<file path="src/rtl/uart_device.sv">
// Memory-mapped 8N1 UART for a BusControl device slot: TX/RX byte FIFOs,
// serialiser/deserialiser state machines and a pollable status register.
module uart_device #(
    parameter int unsigned CLKS_PER_BIT = 868,
    parameter int unsigned FIFO_AW      = 4
) (
    input  logic       Clock_In,
    input  logic       Reset_In,
    input  logic [7:0] Bus_In,
    output logic [7:0] Bus_Out,
    output logic       Bus_OE,
    input  logic       Dev_Load_n,
    input  logic       Dev_Assert_n,
    input  logic       Reg_Sel,
    input  logic       Uart_Rx,
    output logic       Uart_Tx,
    output logic       Irq_n
);

    localparam int unsigned DEPTH     = 1 << FIFO_AW;
    localparam logic [15:0] BIT_LAST  = 16'(CLKS_PER_BIT - 1);
    localparam logic [15:0] HALF_LAST = 16'(CLKS_PER_BIT / 2 - 1);

    typedef enum logic [1:0] {TxIdle, TxStart, TxData, TxStop} tx_state_e;
    typedef enum logic [1:0] {RxIdle, RxStart, RxData, RxStop} rx_state_e;

    tx_state_e tx_state;
    rx_state_e rx_state;

    // ---------------- bus decode ----------------
    logic data_wr, data_rd, status_rd;

    assign data_wr   = !Dev_Load_n && !Reg_Sel;
    assign data_rd   = !Dev_Assert_n && !Reg_Sel;
    assign status_rd = !Dev_Assert_n && Reg_Sel;

    // ---------------- TX FIFO ----------------
    logic [7:0]       tx_mem [DEPTH];
    logic [FIFO_AW:0] tx_wr_ptr, tx_rd_ptr;
    logic             tx_empty, tx_full, tx_push, tx_pop;
    logic [7:0]       tx_head;
    logic [15:0]      tx_cnt;

    assign tx_empty = (tx_wr_ptr == tx_rd_ptr);
    assign tx_full  = (tx_wr_ptr[FIFO_AW] != tx_rd_ptr[FIFO_AW]) &&
                      (tx_wr_ptr[FIFO_AW-1:0] == tx_rd_ptr[FIFO_AW-1:0]);
    assign tx_head  = tx_mem[tx_rd_ptr[FIFO_AW-1:0]];
    assign tx_push  = data_wr && !tx_full;
    // The serialiser takes a byte from IDLE, or straight out of the last STOP cycle.
    assign tx_pop   = !tx_empty &&
                      ((tx_state == TxIdle) || (tx_state == TxStop && tx_cnt == BIT_LAST));

    always_ff @(posedge Clock_In) begin
        if (tx_push) tx_mem[tx_wr_ptr[FIFO_AW-1:0]] <= Bus_In;
    end

    always_ff @(posedge Clock_In) begin
        if (Reset_In) begin
            tx_wr_ptr <= '0;
            tx_rd_ptr <= '0;
        end else begin
            if (tx_push) tx_wr_ptr <= tx_wr_ptr + 1'b1;
            if (tx_pop)  tx_rd_ptr <= tx_rd_ptr + 1'b1;
        end
    end

    // ---------------- TX FSM ----------------
    logic [2:0] tx_idx;
    logic [7:0] tx_shift;

    always_ff @(posedge Clock_In) begin
        if (Reset_In) begin
            tx_state <= TxIdle;
            tx_cnt   <= '0;
            tx_idx   <= '0;
            tx_shift <= '0;
            Uart_Tx  <= 1'b1;
        end else begin
            case (tx_state)
                TxIdle: begin
                    Uart_Tx <= 1'b1;
                    tx_cnt  <= '0;
                    if (tx_pop) begin
                        tx_shift <= tx_head;
                        tx_state <= TxStart;
                    end
                end
                TxStart: begin
                    Uart_Tx <= 1'b0;
                    if (tx_cnt == BIT_LAST) begin
                        tx_cnt   <= '0;
                        tx_idx   <= '0;
                        tx_state <= TxData;
                    end else begin
                        tx_cnt <= tx_cnt + 16'd1;
                    end
                end
                TxData: begin
                    Uart_Tx <= tx_shift[tx_idx];
                    if (tx_cnt == BIT_LAST) begin
                        tx_cnt <= '0;
                        tx_idx <= tx_idx + 3'd1;
                        if (tx_idx == 3'd7) tx_state <= TxStop;
                    end else begin
                        tx_cnt <= tx_cnt + 16'd1;
                    end
                end
                TxStop: begin
                    Uart_Tx <= 1'b1;
                    if (tx_cnt == BIT_LAST) begin
                        tx_cnt <= '0;
                        if (tx_pop) begin
                            tx_shift <= tx_head;
                            tx_state <= TxStart;
                        end else begin
                            tx_state <= TxIdle;
                        end
                    end else begin
                        tx_cnt <= tx_cnt + 16'd1;
                    end
                end
                default: tx_state <= TxIdle;
            endcase
        end
    end

    // ---------------- RX synchroniser and FSM ----------------
    logic [1:0]  rx_sync;
    logic        rx_bit;
    logic [15:0] rx_cnt;
    logic [2:0]  rx_idx;
    logic [7:0]  rx_shift;
    logic        rx_valid, rx_ferr;

    assign rx_bit = rx_sync[1];

    always_ff @(posedge Clock_In) begin
        if (Reset_In) rx_sync <= 2'b11;
        else          rx_sync <= {rx_sync[0], Uart_Rx};
    end

    always_ff @(posedge Clock_In) begin
        if (Reset_In) begin
            rx_state <= RxIdle;
            rx_cnt   <= '0;
            rx_idx   <= '0;
            rx_shift <= '0;
            rx_valid <= 1'b0;
            rx_ferr  <= 1'b0;
        end else begin
            rx_valid <= 1'b0;
            rx_ferr  <= 1'b0;
            case (rx_state)
                RxIdle: begin
                    rx_cnt <= '0;
                    if (!rx_bit) rx_state <= RxStart;
                end
                RxStart: begin
                    // Re-check mid start bit; a high here was only a glitch.
                    if (rx_cnt == HALF_LAST) begin
                        rx_cnt   <= '0;
                        rx_idx   <= '0;
                        rx_state <= rx_bit ? RxIdle : RxData;
                    end else begin
                        rx_cnt <= rx_cnt + 16'd1;
                    end
                end
                RxData: begin
                    if (rx_cnt == BIT_LAST) begin
                        rx_cnt   <= '0;
                        rx_shift <= {rx_bit, rx_shift[7:1]};
                        rx_idx   <= rx_idx + 3'd1;
                        if (rx_idx == 3'd7) rx_state <= RxStop;
                    end else begin
                        rx_cnt <= rx_cnt + 16'd1;
                    end
                end
                RxStop: begin
                    if (rx_cnt == BIT_LAST) begin
                        rx_cnt   <= '0;
                        rx_state <= RxIdle;
                        rx_valid <= rx_bit;
                        rx_ferr  <= !rx_bit;
                    end else begin
                        rx_cnt <= rx_cnt + 16'd1;
                    end
                end
                default: rx_state <= RxIdle;
            endcase
        end
    end

    // ---------------- RX FIFO ----------------
    logic [7:0]       rx_mem [DEPTH];
    logic [FIFO_AW:0] rx_wr_ptr, rx_rd_ptr;
    logic             rx_empty, rx_full, rx_push, rx_pop;
    logic [7:0]       rx_head;

    assign rx_empty = (rx_wr_ptr == rx_rd_ptr);
    assign rx_full  = (rx_wr_ptr[FIFO_AW] != rx_rd_ptr[FIFO_AW]) &&
                      (rx_wr_ptr[FIFO_AW-1:0] == rx_rd_ptr[FIFO_AW-1:0]);
    assign rx_head  = rx_mem[rx_rd_ptr[FIFO_AW-1:0]];
    assign rx_pop   = data_rd && !rx_empty;
    // A pop on the same edge frees the slot, so a full FIFO still accepts the byte.
    assign rx_push  = rx_valid && (!rx_full || rx_pop);

    always_ff @(posedge Clock_In) begin
        if (rx_push) rx_mem[rx_wr_ptr[FIFO_AW-1:0]] <= rx_shift;
    end

    always_ff @(posedge Clock_In) begin
        if (Reset_In) begin
            rx_wr_ptr <= '0;
            rx_rd_ptr <= '0;
        end else begin
            if (rx_push) rx_wr_ptr <= rx_wr_ptr + 1'b1;
            if (rx_pop)  rx_rd_ptr <= rx_rd_ptr + 1'b1;
        end
    end

    // ---------------- sticky flags and status ----------------
    logic       rxovf, ferr, txovf;
    logic [7:0] status;

    always_ff @(posedge Clock_In) begin
        if (Reset_In) begin
            rxovf <= 1'b0;
            ferr  <= 1'b0;
            txovf <= 1'b0;
        end else begin
            rxovf <= (rxovf && !status_rd) || (rx_valid && rx_full && !rx_pop);
            ferr  <= (ferr && !status_rd) || rx_ferr;
            txovf <= (txovf && !status_rd) || (data_wr && tx_full);
        end
    end

    assign status = {2'b00, txovf, ferr, rxovf,
                     (tx_empty && tx_state == TxIdle), tx_full, !rx_empty};

    always_comb begin
        Bus_Out = 8'h00;
        if (!Dev_Assert_n) begin
            if (Reg_Sel)        Bus_Out = status;
            else if (!rx_empty) Bus_Out = rx_head;
        end
    end

    assign Bus_OE = !Dev_Assert_n;
    assign Irq_n  = rx_empty;

endmodule

</file>
<file path="config.mk">
export PLATFORM = sky130hd
export DESIGN_NAME = uart_device
export DESIGN_NICKNAME = d
export VERILOG_FILES = /design/src/rtl/uart_device.sv
export SDC_FILE = /design/constraint.sdc
export NUM_CORES = 1
export LEC_CHECK = 0
export CAP_MARGIN = 25
export CORE_ASPECT_RATIO = 2
export CORE_UTILIZATION = 44
export CTS_CLUSTER_DIAMETER = 120
export DETAILED_ROUTE_END_ITERATION = 8
export PLACE_DENSITY_LB_ADDON = 0.05
export REMOVE_ABC_BUFFERS = 1
export SYNTH_ARGS = -nofsm -noshare
export SYNTH_HDL_FRONTEND = slang
export SYNTH_SLANG_ARGS = --single-unit
</file>
<file path="constraint.sdc">
create_clock -name Clock_In -period 2.1 [get_ports Clock_In]
set_clock_uncertainty 0.1 [all_clocks]
set_input_delay 0.21 -clock Clock_In [delete_from_list [all_inputs] [get_ports Clock_In]]
set_output_delay 0.21 -clock Clock_In [all_outputs]
set_load 0.01 [all_outputs]
</file>
==> flow_metrics.env <==
export IMPL_status="finished, violations left"
export IMPL_violations="negative setup slack"
export IMPL_dr_wl_met2_mm=18.6
export IMPL_power_density_mw_per_mm2=882
export IMPL_worstPathRequired_ns=1.79
export IMPL_final_nets=1053
export IMPL_dp_slack_ns=-0.500
export IMPL_coreArea_sq_mm=0.0317
export IMPL_cp_num_buf_inv=2
export IMPL_crit_family="multiplexers"
export IMPL_synth_area_sq_mm=0.0142
export IMPL_yosys_warnings=0
export IMPL_finalHoldViolations=0
export IMPL_cpMaxStageDelayCell="mux4_2"
export IMPL_syn_instance_count=875
export IMPL_fin_util=0.553
export IMPL_max_slew_margin_rel=0.501
export IMPL_place_inst=1392
export IMPL_synth_top_area_frac=0.540
export IMPL_grt_pass1_wl_mm=48.8
export IMPL_top_layer_used="met4"
export IMPL_period_minus_slack_ns=2.86
export IMPL_final_cells=1463
export IMPL_syn_avg_cell_area_sq_um=16.3
export IMPL_endpoint_kind="primary output"
export IMPL_wl_per_cell_um=21.9
export IMPL_yosysMostFrequentCell="edfxtp_1"
export IMPL_dp_hpwl_mm=22.7
export IMPL_clk_pin_slew_worst_paths_ns=0.06
export IMPL_grt_util_all_layers=0.202
export IMPL_synth_top_cell_by_area="edfxtp_1"
export IMPL_path_cells="buf_12 > mux4_2 > mux4_2 > a32o_2 > buf_6"
export IMPL_clock_path_buffers=3
export IMPL_setup_tns_ns=-5.39
export IMPL_area_delta_synth_final_pct=22.9
export IMPL_netlist_top_cells_count="edfxtp_1 (256), dfxtp_1 (94), nor2_1 (81)"
export IMPL_grt_max_degree=46
export IMPL_routed_wl_mm=32.1
export IMPL_cts_sinks=350
export IMPL_fp_row_count=92
export IMPL_portBuffers=24
export IMPL_fin_ws_ns=-0.757
export IMPL_die_area_sq_mm=0.0331
export IMPL_yosys_most_used_dff="edfxtp_1"
export IMPL_critPathKind="reg -> out"
export IMPL_path_common_cell="mux4_2"
export IMPL_htree_levels=1
export IMPL_wl_met1_mm=10.8
export IMPL_cp_arrival_ns=2.55
export IMPL_power_w=0.0154
export IMPL_die_y_um=256
export IMPL_irDropWorstVdd_mv=0.715
export IMPL_power_leakage_nw=5.94
export IMPL_min_path_type="in -> reg"
export IMPL_first_pass_iters=6
export IMPL_vias=7817
export IMPL_final_layout_size_suffix_gt1_frac=0.289
export IMPL_route_met3_wl_um=792
export IMPL_ant_nets=0
export IMPL_multi_input_area_sq_mm=0.00451
export IMPL_setup_viol=8
export IMPL_place_congestion=0.807
export IMPL_max_slew_worst_pin_slew_ns=0.747
export IMPL_synth_seq_cells=350
export IMPL_yosysUniqueCellTypes=64
export IMPL_max_cap_violations=0
export IMPL_nFillCells=2521
export IMPL_rsz0062_at_grt="yes"
export IMPL_worstPathMaxFanout=7
export IMPL_drc_errors=0
export IMPL_grt_overflow=0
export IMPL_slew_violations=0
export IMPL_cts_root_buf="clkbuf_16"
export IMPL_diodes=0
export IMPL_grt_pass1_vias=8398
export IMPL_num_io_pins=25
export IMPL_register_area_sq_mm=0.00958
export IMPL_cts_tree="done"
export IMPL_fmax_mhz=350
export IMPL_numCtsBuffers=30
export IMPL_async_flop_share=0
export IMPL_synthTopCellsByArea="edfxtp_1 (54%), dfxtp_1 (13%), mux4_2 (12%), nor2_1 (2.1%), ha_1 (2.0%)"
export IMPL_fin_crit_sh=1.36
export IMPL_grt_antenna_before_repair=0
export IMPL_die_x_um=129
export IMPL_yosysSeqAreaShare=0.672
export IMPL_synth_edf_count=256
export IMPL_crit_path_start_kind="flop"
export IMPL_max_stage_delay_ns=0.55
export IMPL_start_util=0.450
export IMPL_drt_initial_drc_count=372
export IMPL_clk_latency_ns=0.56
export IMPL_via_per_inst=5.34
## state kept, by name, summed over array words and instances, names as in the netlist, 2 cells and up, named ones only
name       count
rx_mem       128
tx_mem       128
rx_cnt        16
tx_cnt        16
rx_shift       8
tx_shift       8
rx_rd_ptr      5
rx_wr_ptr      5
tx_rd_ptr      5
tx_wr_ptr      5
rx_idx         3
tx_idx         3
rx_sync        2
tx_state       2
## where the power goes
group	internal [W]	leakage [nW]	switching, W
registers	0.00750	3.10	0.0000937
clock network	0.00388	0.548	0.00247
logic	0.000727	2.28	0.000778
total	0.0121	5.94	0.00335
## final cells by class
| type | instances | area share |
|---|---|---|
| inverter | 23 | 0.00493 |
| sequential | 350 | 0.547 |
| clock buffer | 37 | 0.0467 |
| timing repair buffer | 147 | 0.0946 |
| multi-input combinational | 464 | 0.257 |
| clock inverter | 19 | 0.0187 |
| tap | 423 | 0.0302 |
## metal layers
layer	vias up	GRT usage
li1	3673	-
met1	3949	0.201
met2	121	0.394
met3	74	0.0198
met4	0	0.114
met5	-	0
## logic make-up after synthesis
family                   share of synthesized area
buffers and inverters                       0.0206
adder cells (fa/ha/maj)                     0.0202
flip-flops                                   0.672
AND/OR/NAND/NOR                             0.0830
AO/OA/AOI/OAI                               0.0332
multiplexers                                 0.140
XOR/XNOR                                    0.0314
## cells in the final DEF, fill, tap and decap left out, types with 14 or more instances in the layout
cell type,n
a21oi_1,15
and3_1,31
buf_12,36
buf_4,74
clkbuf_16,32
clkdlybuf4s50_1,14
dfxtp_1,86
edfxtp_1,256
ha_1,23
inv_1,20
mux2i_1,17
mux4_2,79
nand2_1,17
nand3_1,21
nor2_1,78
xnor2_1,23
xor2_1,25
## stage by stage
step	area, sq um	hold WS (ns)
final	17500	0.265
after global routing	17500	0.270
after CTS	17400	0.270
after detailed placement	16100	0.299
after global placement	16100	0.297
after floorplan	14000	0.179
## repair_timing
item	4_1_cts	5_1_grt
pin swaps	15	10
setup endpoints to repair	147	57
endpoints found under the hold margin	4	0
setup buffers	11	2
gates resized for setup	72	19
hold buffers	1	0
gates cloned	2	1
## worst paths after layout
path,from,end,slack [ns],cells past startpoint
worst min-delay path,Uart_Rx,rx_sync[0]$_SDFF_PP1_,0.27,2
worst max register to register,flop,tx_shift[1]$_SDFFE_PP0P_,0.03,5
worst max-delay path,flop,Bus_Out[1],-0.76,5
worst min register to register,rx_sync[0]$_SDFF_PP1_,rx_sync[1]$_SDFF_PP1_,0.31,1
Power figures use the tool's default switching activity.
